===== src/rtl/uart_loader_if.sv =====
// Bus-side signal bundle of the UART program loader: serial input plus the
// RAM write strobes, shared-bus drive and CPU halt/status outputs.
interface uart_loader_if;
  logic        rx;
  logic [15:0] bus_out;
  logic        bus_en;
  logic        mar_load;
  logic        ram_load;
  logic        cpu_halt;
  logic        done;
  logic        err;

  modport master (
    input  rx,
    output bus_out, bus_en, mar_load, ram_load, cpu_halt, done, err
  );

  modport slave (
    output rx,
    input  bus_out, bus_en, mar_load, ram_load, cpu_halt, done, err
  );
endinterface


===== src/rtl/uart_loader.sv =====
// Serial program loader: UART RX -> framed image -> 16-bit word RAM via shared bus.
// Optional LOADER_CHECKSUM_EN appends a 16-bit big-endian sum check after the data words.
module uart_loader #(
  parameter int CLKS_PER_BIT = 104,
  parameter int DEPTH        = 4096,
  parameter int TIMEOUT_BITS = 64
) (
  input  logic          clk,
  input  logic          rst_n,
  uart_loader_if.master lb
);

  localparam int HALF   = CLKS_PER_BIT / 2;
  localparam int TMR_W  = $clog2(CLKS_PER_BIT);
  localparam int TO_CYC = TIMEOUT_BITS * CLKS_PER_BIT;
  localparam int TO_W   = $clog2(TO_CYC);
  // One bit wider than the 12-bit RAM address so N=4096 terminates exactly.
  localparam int CNT_W  = 13;

  typedef enum logic [1:0] {R_IDLE, R_START, R_DATA, R_STOP} rx_state_t;

  typedef enum logic [3:0] {
    IDLE, CNT_LO, DATA_HI, DATA_LO, WR_ADDR, WR_DATA,
`ifdef LOADER_CHECKSUM_EN
    CHK_HI, CHK_LO,
`endif
    DONE
  } state_t;

  // ---------------- RX front end ----------------
  logic             rx_s1, rx_s2, rx_d;
  rx_state_t        rs, rs_nxt;
  logic [TMR_W-1:0] bit_tmr;
  logic [2:0]       bit_idx;
  logic [7:0]       rx_sh;
  logic             tmr_clr, shift_en, stop_ok, stop_bad;
  logic             byte_valid, frame_err;
  logic             rx_fall;

  assign rx_fall = rx_d & ~rx_s2;

  always_comb begin
    rs_nxt   = rs;
    tmr_clr  = 1'b0;
    shift_en = 1'b0;
    stop_ok  = 1'b0;
    stop_bad = 1'b0;
    case (rs)
      R_IDLE: begin
        tmr_clr = 1'b1;
        if (rx_fall) rs_nxt = R_START;
      end
      R_START: begin
        if (bit_tmr == TMR_W'(HALF - 1)) begin
          tmr_clr = 1'b1;
          rs_nxt  = rx_s2 ? R_IDLE : R_DATA;
        end
      end
      R_DATA: begin
        if (bit_tmr == TMR_W'(CLKS_PER_BIT - 1)) begin
          tmr_clr  = 1'b1;
          shift_en = 1'b1;
          if (bit_idx == 3'd7) rs_nxt = R_STOP;
        end
      end
      R_STOP: begin
        if (bit_tmr == TMR_W'(CLKS_PER_BIT - 1)) begin
          tmr_clr = 1'b1;
          rs_nxt  = R_IDLE;
          if (rx_s2) stop_ok  = 1'b1;
          else       stop_bad = 1'b1;
        end
      end
      default: rs_nxt = R_IDLE;
    endcase
  end

  always_ff @(posedge clk) begin
    if (!rst_n) begin
      rx_s1      <= 1'b1;
      rx_s2      <= 1'b1;
      rx_d       <= 1'b1;
      rs         <= R_IDLE;
      bit_tmr    <= '0;
      bit_idx    <= '0;
      byte_valid <= 1'b0;
      frame_err  <= 1'b0;
    end else begin
      rx_s1      <= lb.rx;
      rx_s2      <= rx_s1;
      rx_d       <= rx_s2;
      rs         <= rs_nxt;
      bit_tmr    <= tmr_clr ? '0 : bit_tmr + TMR_W'(1);
      byte_valid <= stop_ok;
      frame_err  <= stop_bad;
      if (rs == R_START)  bit_idx <= '0;
      else if (shift_en)  bit_idx <= bit_idx + 3'd1;
    end
  end

  always_ff @(posedge clk) begin
    if (shift_en) rx_sh <= {rx_s2, rx_sh[7:1]};
  end

  // ---------------- Frame FSM ----------------
  state_t           state, state_nxt;
  logic [CNT_W-1:0] addr, n;
  logic [7:0]       cnt_hi, word_hi;
  logic [15:0]      word;
  logic [15:0]      n_word;
  logic [TO_W-1:0]  to_cnt;
  logic             err;
  logic             timed, to_expired;
  logic             ld_cnt_hi, ld_n, ld_hi, ld_lo, addr_inc, err_set, err_clr;
  logic [15:0]      bus_out_c;
  logic             bus_en_c, mar_load_c, ram_load_c, cpu_halt_c, done_c;
`ifdef LOADER_CHECKSUM_EN
  logic [7:0]       chk_hi;
  logic [15:0]      sum;
  logic             ld_chk_hi;
`endif

  assign n_word     = {cnt_hi, rx_sh};
  assign to_expired = timed && (rs == R_IDLE) && !rx_fall &&
                      (to_cnt == TO_W'(TO_CYC - 1));

  always_comb begin
    state_nxt  = state;
    ld_cnt_hi  = 1'b0;
    ld_n       = 1'b0;
    ld_hi      = 1'b0;
    ld_lo      = 1'b0;
    addr_inc   = 1'b0;
    err_set    = 1'b0;
    err_clr    = 1'b0;
    timed      = 1'b0;
    bus_out_c  = '0;
    bus_en_c   = 1'b0;
    mar_load_c = 1'b0;
    ram_load_c = 1'b0;
    cpu_halt_c = 1'b0;
    done_c     = 1'b0;
`ifdef LOADER_CHECKSUM_EN
    ld_chk_hi  = 1'b0;
`endif
    case (state)
      IDLE: begin
        if (byte_valid) begin
          ld_cnt_hi = 1'b1;
          err_clr   = 1'b1;
          state_nxt = CNT_LO;
        end
      end
      CNT_LO: begin
        cpu_halt_c = 1'b1;
        timed      = 1'b1;
        if (byte_valid) begin
          if (n_word == 16'd0) begin
`ifdef LOADER_CHECKSUM_EN
            state_nxt = CHK_HI;
`else
            state_nxt = DONE;
`endif
          end else if (n_word > 16'(DEPTH)) begin
            err_set   = 1'b1;
            state_nxt = IDLE;
          end else begin
            ld_n      = 1'b1;
            state_nxt = DATA_HI;
          end
        end
      end
      DATA_HI: begin
        cpu_halt_c = 1'b1;
        timed      = 1'b1;
        if (byte_valid) begin
          ld_hi     = 1'b1;
          state_nxt = DATA_LO;
        end
      end
      DATA_LO: begin
        cpu_halt_c = 1'b1;
        timed      = 1'b1;
        if (byte_valid) begin
          ld_lo     = 1'b1;
          state_nxt = WR_ADDR;
        end
      end
      WR_ADDR: begin
        cpu_halt_c = 1'b1;
        bus_en_c   = 1'b1;
        mar_load_c = 1'b1;
        bus_out_c  = {4'b0, addr[11:0]};
        state_nxt  = WR_DATA;
      end
      WR_DATA: begin
        cpu_halt_c = 1'b1;
        bus_en_c   = 1'b1;
        ram_load_c = 1'b1;
        bus_out_c  = word;
        addr_inc   = 1'b1;
        if (addr + CNT_W'(1) == n) begin
`ifdef LOADER_CHECKSUM_EN
          state_nxt = CHK_HI;
`else
          state_nxt = DONE;
`endif
        end else begin
          state_nxt = DATA_HI;
        end
      end
`ifdef LOADER_CHECKSUM_EN
      CHK_HI: begin
        cpu_halt_c = 1'b1;
        timed      = 1'b1;
        if (byte_valid) begin
          ld_chk_hi = 1'b1;
          state_nxt = CHK_LO;
        end
      end
      CHK_LO: begin
        cpu_halt_c = 1'b1;
        timed      = 1'b1;
        if (byte_valid) begin
          if ({chk_hi, rx_sh} == sum) begin
            state_nxt = DONE;
          end else begin
            err_set   = 1'b1;
            state_nxt = IDLE;
          end
        end
      end
`endif
      DONE: begin
        done_c    = 1'b1;
        state_nxt = IDLE;
      end
      default: state_nxt = IDLE;
    endcase
    // A bad stop bit or a stalled sender abandons the frame from any state.
    if (frame_err || to_expired) begin
      err_set   = 1'b1;
      state_nxt = IDLE;
    end
  end

  always_ff @(posedge clk) begin
    if (!rst_n) begin
      state  <= IDLE;
      addr   <= '0;
      n      <= '0;
      err    <= 1'b0;
      to_cnt <= '0;
    end else begin
      state  <= state_nxt;
      to_cnt <= (!timed || rs != R_IDLE || rx_fall) ? '0 : to_cnt + TO_W'(1);
      if (ld_cnt_hi)     addr <= '0;
      else if (addr_inc) addr <= addr + CNT_W'(1);
      if (ld_n) n <= n_word[CNT_W-1:0];
      if (err_set)      err <= 1'b1;
      else if (err_clr) err <= 1'b0;
    end
  end

  always_ff @(posedge clk) begin
    if (ld_cnt_hi) cnt_hi  <= rx_sh;
    if (ld_hi)     word_hi <= rx_sh;
    if (ld_lo)     word    <= {word_hi, rx_sh};
`ifdef LOADER_CHECKSUM_EN
    if (ld_chk_hi)  chk_hi <= rx_sh;
    if (ld_cnt_hi)  sum    <= '0;
    else if (ld_lo) sum    <= sum + {word_hi, rx_sh};
`endif
  end

  assign lb.bus_out  = bus_out_c;
  assign lb.bus_en   = bus_en_c;
  assign lb.mar_load = mar_load_c;
  assign lb.ram_load = ram_load_c;
  assign lb.cpu_halt = cpu_halt_c;
  assign lb.done     = done_c;
  assign lb.err      = err;

endmodule


===== src/flat_wrapper.sv =====
// flat-port wrapper written by rule: the top's interface ports become plain ports
module uart_loader_flat 
#(
  parameter int CLKS_PER_BIT = 104,
  parameter int DEPTH        = 4096,
  parameter int TIMEOUT_BITS = 64
)
  (clk, rst_n, lb_rx, lb_bus_out, lb_bus_en, lb_mar_load, lb_ram_load, lb_cpu_halt, lb_done, lb_err);
  uart_loader_if lb_i ();
  input  logic clk;
  input  logic rst_n;
  input wire logic [$bits(lb_i.rx)-1:0] lb_rx;
  output wire logic [$bits(lb_i.bus_out)-1:0] lb_bus_out;
  output wire logic [$bits(lb_i.bus_en)-1:0] lb_bus_en;
  output wire logic [$bits(lb_i.mar_load)-1:0] lb_mar_load;
  output wire logic [$bits(lb_i.ram_load)-1:0] lb_ram_load;
  output wire logic [$bits(lb_i.cpu_halt)-1:0] lb_cpu_halt;
  output wire logic [$bits(lb_i.done)-1:0] lb_done;
  output wire logic [$bits(lb_i.err)-1:0] lb_err;
  assign lb_i.rx = lb_rx;
  assign lb_bus_out = lb_i.bus_out;
  assign lb_bus_en = lb_i.bus_en;
  assign lb_mar_load = lb_i.mar_load;
  assign lb_ram_load = lb_i.ram_load;
  assign lb_cpu_halt = lb_i.cpu_halt;
  assign lb_done = lb_i.done;
  assign lb_err = lb_i.err;
  uart_loader #(.CLKS_PER_BIT(CLKS_PER_BIT), .DEPTH(DEPTH), .TIMEOUT_BITS(TIMEOUT_BITS)) u_core (.clk(clk), .rst_n(rst_n), .lb(lb_i));
endmodule

===== config.mk =====
export PLATFORM = sky130hd
export DESIGN_NAME = uart_loader_flat
export DESIGN_NICKNAME = d
export VERILOG_FILES = /design/src/rtl/uart_loader_if.sv /design/src/rtl/uart_loader.sv /design/src/flat_wrapper.sv
export SDC_FILE = /design/constraint.sdc
export NUM_CORES = 1
export LEC_CHECK = 0
export CAP_MARGIN = 20
export CORE_ASPECT_RATIO = 0.7
export CORE_MARGIN = 5
export CORE_UTILIZATION = 53
export CTS_CLUSTER_DIAMETER = 40
export DETAILED_ROUTE_END_ITERATION = 7
export GPL_TIMING_DRIVEN = 0
export PLACE_DENSITY = 0.73
export SETUP_SLACK_MARGIN = 0.5
export SLEW_MARGIN = 10
export SYNTH_ARGS = -nofsm -noshare
export SYNTH_HDL_FRONTEND = slang
export SYNTH_SLANG_ARGS = --single-unit

===== constraint.sdc =====
create_clock -name clk -period 1.9 [get_ports clk]
set_clock_uncertainty 0.1 [all_clocks]
set_input_delay 0.38 -clock clk [delete_from_list [all_inputs] [get_ports clk]]
set_output_delay 0.38 -clock clk [all_outputs]
set_load 0.01 [all_outputs]

==> impl_metrics.env <==
export IMPL_status="finished, violations left"
export IMPL_violations="setup timing"
export IMPL_clk_latency_ps=360
export IMPL_worstSetupPathType="flop to flop"
export IMPL_drv_cap=0
export IMPL_multiInputGateArea_um2=2820
export IMPL_drt_pass1_iterations=5
export IMPL_endpoint="u_core.state[1]$_SDFFE_PP0P_"
export IMPL_worst_ep_required_time_ps=2080
export IMPL_syn_nets=440
export IMPL_syn_inst=432
export IMPL_mostFrequentLayoutCell="buf_6"
export IMPL_hold_path_class="primary input to flop"
export IMPL_grt_max_degree=17
export IMPL_fillerInstances=389
export IMPL_dp_cells=560
export IMPL_gp_congestion=0.870
export IMPL_synth_async_reset_ratio_pct=0
export IMPL_syn_area_um2=4470
export IMPL_ys_warn_count=0
export IMPL_rsz0062_at_grt="yes"
export IMPL_numPortBuffers=23
export IMPL_grt_pass1_vias=3459
export IMPL_die_w_um=120
export IMPL_cts_buffer_depth=2
export IMPL_seq_area_um2=2430
export IMPL_mostFrequentLayoutCells="buf_6, buf_4, dfxtp_1"
export IMPL_final_cells=655
export IMPL_final_hold_violation_count=0
export IMPL_ys_seq_elements=100
export IMPL_crit_arrival_ps=2240
export IMPL_clock_sinks=100
export IMPL_grt_antenna_before_repair=0
export IMPL_drc=0
export IMPL_setup_viol=20
export IMPL_pin_count=25
export IMPL_grt_first_pass_wirelength_um=18700
export IMPL_via_per_inst=5.90
export IMPL_path_max_fanout=2
export IMPL_r2r_end="u_core.state[1]$_SDFFE_PP0P_"
export IMPL_fmax_mhz=486
export IMPL_maxSlewViolCount=0
export IMPL_seq_area_frac_synth_pct=53.7
export IMPL_cts_made_buffers=9
export IMPL_rows=28
export IMPL_drt_wirelength_per_cell_um=21.8
export IMPL_min_period_over_period_pct=108
export IMPL_clk_pin_slew_ps=70
export IMPL_regToRegSetupSlack_ps=-160
export IMPL_area_growth_pct=55.8
export IMPL_start_util_pct=53.6
export IMPL_grt_usage_pct=23.9
export IMPL_synth_ff_type="dfxtp_1"
export IMPL_synth_edff_count=40
export IMPL_vdd_ir_drop_max_mv=0.651
export IMPL_first_iter_violations=304
export IMPL_core_area_um2=8340
export IMPL_cp_end_kind="flop"
export IMPL_cts_hold_buf=0
export IMPL_diodes=0
export IMPL_worst_pin_slew_ps=591
export IMPL_die_area_um2=10400
export IMPL_ant_nets=0
export IMPL_drive_gt1_share_pct=51.3
export IMPL_avgSynthCellArea_um2=10.3
export IMPL_crit_start="u_core.rx_sh[0]$_DFFE_PP_"
export IMPL_setup_ws_ps=-158
export IMPL_chipHeight_um=86.8
export IMPL_root_buffer="clkbuf_16"
export IMPL_postLayoutCoreUtil_pct=83.5
export IMPL_slew_headroom_pct=60.1
export IMPL_ys_types=52
export IMPL_total_power_w=0.00414
export IMPL_worst_r2r_cell_count=8
export IMPL_nets=553
export IMPL_drt_wl_total_um=14300
export IMPL_vias=3866
export IMPL_p_per_area_nw_per_um2=594
export IMPL_p_leak_nw=2.45
export IMPL_h_tree_depth=3
export IMPL_dp_hpwl_um=6920
export IMPL_overflow=0
export IMPL_cts_tree="done"
export IMPL_fin_crit_ps=2060
export IMPL_setup_tns_ps=-625
export IMPL_startpoint_type="flop"
export IMPL_worst_r2r_startpoint="u_core.rx_sh[0]$_DFFE_PP_"
-- sequential cells by signal (all words and copies together), names as in the netlist, named ones only --
register and flops:
u_core.word_hi 8, u_core.bit_idx 3, u_core.state 3, u_core.rx_s1 1, u_core.bit_tmr 7, u_core.to_cnt 13, u_core.frame_err 1, u_core.byte_valid 1
u_core.rs 1, u_core.rx_d 1, u_core.cnt_hi 8, u_core.addr 13, u_core.n 13, u_core.word 16, u_core.lb.err 1, u_core.rx_sh 8
u_core.rx_s2 1
-- critical path, stage by stage, from the launching register on --
cell and delay, ps:
edfxtp_1 450, nor4_2 310, nand3_1 150, buf_4 160, buf_6 110, a21oi_4 120, a21oi_1 90, o31ai_1 270
nor2b_1 210
-- cell usage after synthesis, types with 2 or more instances --
cell | instances | area (um2)
buf_6 | 4 | 45.0
edfxtp_1 | 40 | 1200
nand2_1 | 31 | 116
inv_1 | 10 | 37.5
a22oi_1 | 4 | 30.0
mux2i_1 | 26 | 260
xnor2_1 | 27 | 236
o21ai_0 | 12 | 60.1
nand2b_1 | 6 | 37.5
nor4_1 | 5 | 31.3
o211ai_1 | 2 | 15.0
a211oi_1 | 2 | 15.0
and3_1 | 11 | 68.8
buf_4 | 2 | 15.0
clkbuf_1 | 10 | 37.5
and2_1 | 2 | 12.5
dfxtp_1 | 60 | 1200
nor3_1 | 8 | 40.0
or3_1 | 6 | 37.5
nand4_1 | 8 | 50.1
a21oi_1 | 10 | 50.1
ha_1 | 5 | 62.6
nor2_1 | 62 | 233
nor2b_1 | 20 | 125
nand3b_1 | 3 | 22.5
a21boi_0 | 2 | 15.0
xor2_1 | 15 | 131
nand3_1 | 13 | 65.1
o311ai_0 | 3 | 26.3
-- repair_timing --
item / CTS / global route
setup endpoints to repair: 116 / 109
gates resized for setup: 215 / 114
gates cloned: 5 / 2
pin swaps: 41 / 58
buffers inserted: 39 / 33
-- layout make-up --
cell class / instances / area share (%)
well taps: 105 / 1.89
clock inverters: 6 / 0.790
inverters: 11 / 1.01
multi-input cells: 303 / 40.5
repair buffers: 101 / 14.3
flip-flops and latches: 100 / 35.0
plain buffers: 19 / 3.27
clock buffers: 10 / 3.29
-- cells by family (layout without fill, tap and decap cells) --
logic type | after synthesis | in the layout | synth area share [%]
AO/OA/AOI/OAI | 42 | 42 | 5.99
XOR/XNOR | 42 | 42 | 8.23
adder cells (fa/ha/maj) | 5 | 5 | 1.40
buffers and inverters | 30 | 147 | 3.64
flip-flops | 100 | 100 | 53.7
multiplexers | 26 | 26 | 5.82
AND/OR/NAND/NOR | 187 | 188 | 21.2
-- stage by stage --
stage | hold slack (ps) | instance area (um2) | setup slack [ps]
detailed placement | 292 | 5120 | -380
global route | 209 | 6970 | -262
finish | 225 | 6970 | -158
floorplan | 286 | 4760 | 73.4
global placement | 299 | 5120 | -356
CTS | 197 | 6210 | -18.5
-- report_power, final --
| group | switching, W | internal (W) |
|---|---|---|
| registers | 0.0000112 | 0.00222 |
| clock network | 0.000789 | 0.00101 |
| logic | 0.0000618 | 0.0000542 |
-- per-layer routing --
metal	vias up	wire, um	track usage (%)
met2	209	7110	38.1
met4	0	386	6.96
met1	1862	5660	32.2
met3	39	1110	6.46
li1	1756	-	-
met5	-	0	0
-- how the worst min path moves through the flow --
stage	start	end	slack [ps]	cells past startpoint
4_1_cts	rst_n	u_core.rx_s1$_SDFF_PN1_	200	2
3_3_place_gp	u_core.rx_s1$_SDFF_PN1_	u_core.rx_s2$_SDFF_PN1_	300	1
6_report	rst_n	u_core.rx_s1$_SDFF_PN1_	220	2
3_5_place_dp	u_core.rx_s1$_SDFF_PN1_	u_core.rx_s2$_SDFF_PN1_	290	1
5_1_grt	rst_n	u_core.rx_s1$_SDFF_PN1_	210	2
2_1_floorplan	u_core.rx_s1$_SDFF_PN1_	u_core.rx_s2$_SDFF_PN1_	290	1
Note: power is estimated with default switching activity, not from simulation.
==> variant (same flow settings) <==
Re-encode `state_t` (7 states) as one-hot, 7 bits wide.
--- a/src/rtl/uart_loader.sv
+++ b/src/rtl/uart_loader.sv
@@ -19,12 +19,12 @@
 
   typedef enum logic [1:0] {R_IDLE, R_START, R_DATA, R_STOP} rx_state_t;
 
-  typedef enum logic [3:0] {
-    IDLE, CNT_LO, DATA_HI, DATA_LO, WR_ADDR, WR_DATA,
+  typedef enum logic [6:0] {
+    IDLE = 7'b0000001, CNT_LO = 7'b0000010, DATA_HI = 7'b0000100, DATA_LO = 7'b0001000, WR_ADDR = 7'b0010000, WR_DATA = 7'b0100000,
 `ifdef LOADER_CHECKSUM_EN
     CHK_HI, CHK_LO,
 `endif
-    DONE
+    DONE = 7'b1000000
   } state_t;
 
   // ---------------- RX front end ----------------
Check against the original RTL: same outputs for any inputs over 10 cycles, from zero or initial values and one cycle with rst_n low; not proved beyond that.
==> variant against the unedited design <==
  * The run still ends with negative setup slack left
  * Core utilization shrank 2.2 points
  * Cell area shrank 1.8%
  * Via count grew 6.1%
  * Sequential cell count grew 4
  * Global-route usage is essentially flat
  * Maximum frequency shrank 19%
  * Worst hold slack gained 0.097 ns
  * Wire length grew 7.6%
  * Sequential share of layout area grew 2.1 points
  * Clock power grew 7%
  * Synthesized area grew 2.0%
  * Power grew 3.9%
  * Setup slack lost 0.49 ns
==> variant: results (changes against the unedited design) <==
| Metric | Value |
|---|---|
| Combinational group share of total power | `0.021 (-0.007)` |
| Clock Power Share | `0.446 (+0.012)` |
| Max_slew headroom | `0.592 (-0.00890)` |
| Post-synthesis mux area share | `0.0329 (-0.0253)` |
| Synth top area cells | `dfxtp_1 28%, edfxtp_1 26%, xor2_1 5.0%` |
| WL per Instance | `23.0 µm (+5.5%)` |
| PD cells | `629 nW/µm² (+5.8%)` |
| Sw frac | `0.216 (+0.00805)` |
| DR WL met2 | `7060 µm (-0.73%)` |
| Nets | `566 (+2.4%)` |
| Final Non-Filler Cells | `668 (+2.0%)` |
| Critical Path Start | `u_core.addr[10]$_SDFFE_PP0P_` |
| Hold WC Path Type | `reg2reg` |
| DP Worst Slack | `-0.800 ns (-0.420 ns)` |
| Failing checks | `negative setup slack` |
| Adder-Cell Fraction of Synth Area | `0.0137 (-0.000273)` |
| Worst VDD drop | `598 µV (-8.2%)` |
| Crit Path Max Fanout | `6 (+4)` |
| # setup viols final | `79 (+300%)` |
| Cell variety after synth | `51 (-1.9%)` |
| Pin count of the biggest net entering global routing | `20 (+3)` |
| Inverters | `10 (-1)` |
| Grt met1 use | `0.323 (+0.00135)` |
| Final core occ | `0.813 (-0.0220)` |
| Setup ws final | `-0.645 ns (-0.487 ns)` |
| FILL cells | `418 (+7.5%)` |
| Tot Pwr | `4.30 mW (+3.9%)` |
| IO buf count | `24 (+4.3%)` |
| Sequential area share after synthesis | `0.544 (+0.00709)` |
| Yosys reg bits | `104 (+4.0%)` |
| Met3 Use GR | `0.0562 (-0.00841)` |
| Status | `finished, violations left` |
| Starting Density | `0.542 (+0.00610)` |
| Leak pwr | `2.67 nW (+9.0%)` |
| First-pass GRT wire length | `19200 µm (+2.5%)` |
| R2R depth | `10 (+2)` |
| Most frequent cells after synthesis | `64 x dfxtp_1, 51 x nor2_1, 40 x edfxtp_1, 38 x nand2_1, 26 x xor2_1` |
| Setup tns final | `-20.95 ns (-20.32 ns)` |
| Met1 Wirelength | `6000 µm (+6.2%)` |
| 1st-iter DRT viols | `477 (+57%)` |
## variant: cell count changes in the layout (fill, tap and decap cells not counted), moves of 10 or more
cell / before / now
xor2_1: 11 / 24
a22o_1: 0 / 12
buf_2: 4 / 16
mux2i_4: 11 / 0
buf_6: 49 / 39
nor2_4: 28 / 18
## variant: worst max-delay path: stages (launching register included)
cell	delay (ns)
dfxtp_1	0.33
clkbuf_1	0.34
nand2_1	0.20
nor2_1	0.20
nor2_1	0.07
nor4_2	0.29
o211ai_1	0.16
nor4_2	0.32
buf_4	0.19
o21a_1	0.14
o32ai_1	0.08
## variant: worst paths after layout
path,endpoint,slack (ns)
max,u_core.state[2]$_SDFFE_PP0P_,-0.65
max reg2reg,u_core.state[2]$_SDFFE_PP0P_,-0.65
min reg2reg,u_core.word[12]$_DFFE_PP_,0.32
min,u_core.word[12]$_DFFE_PP_,0.32
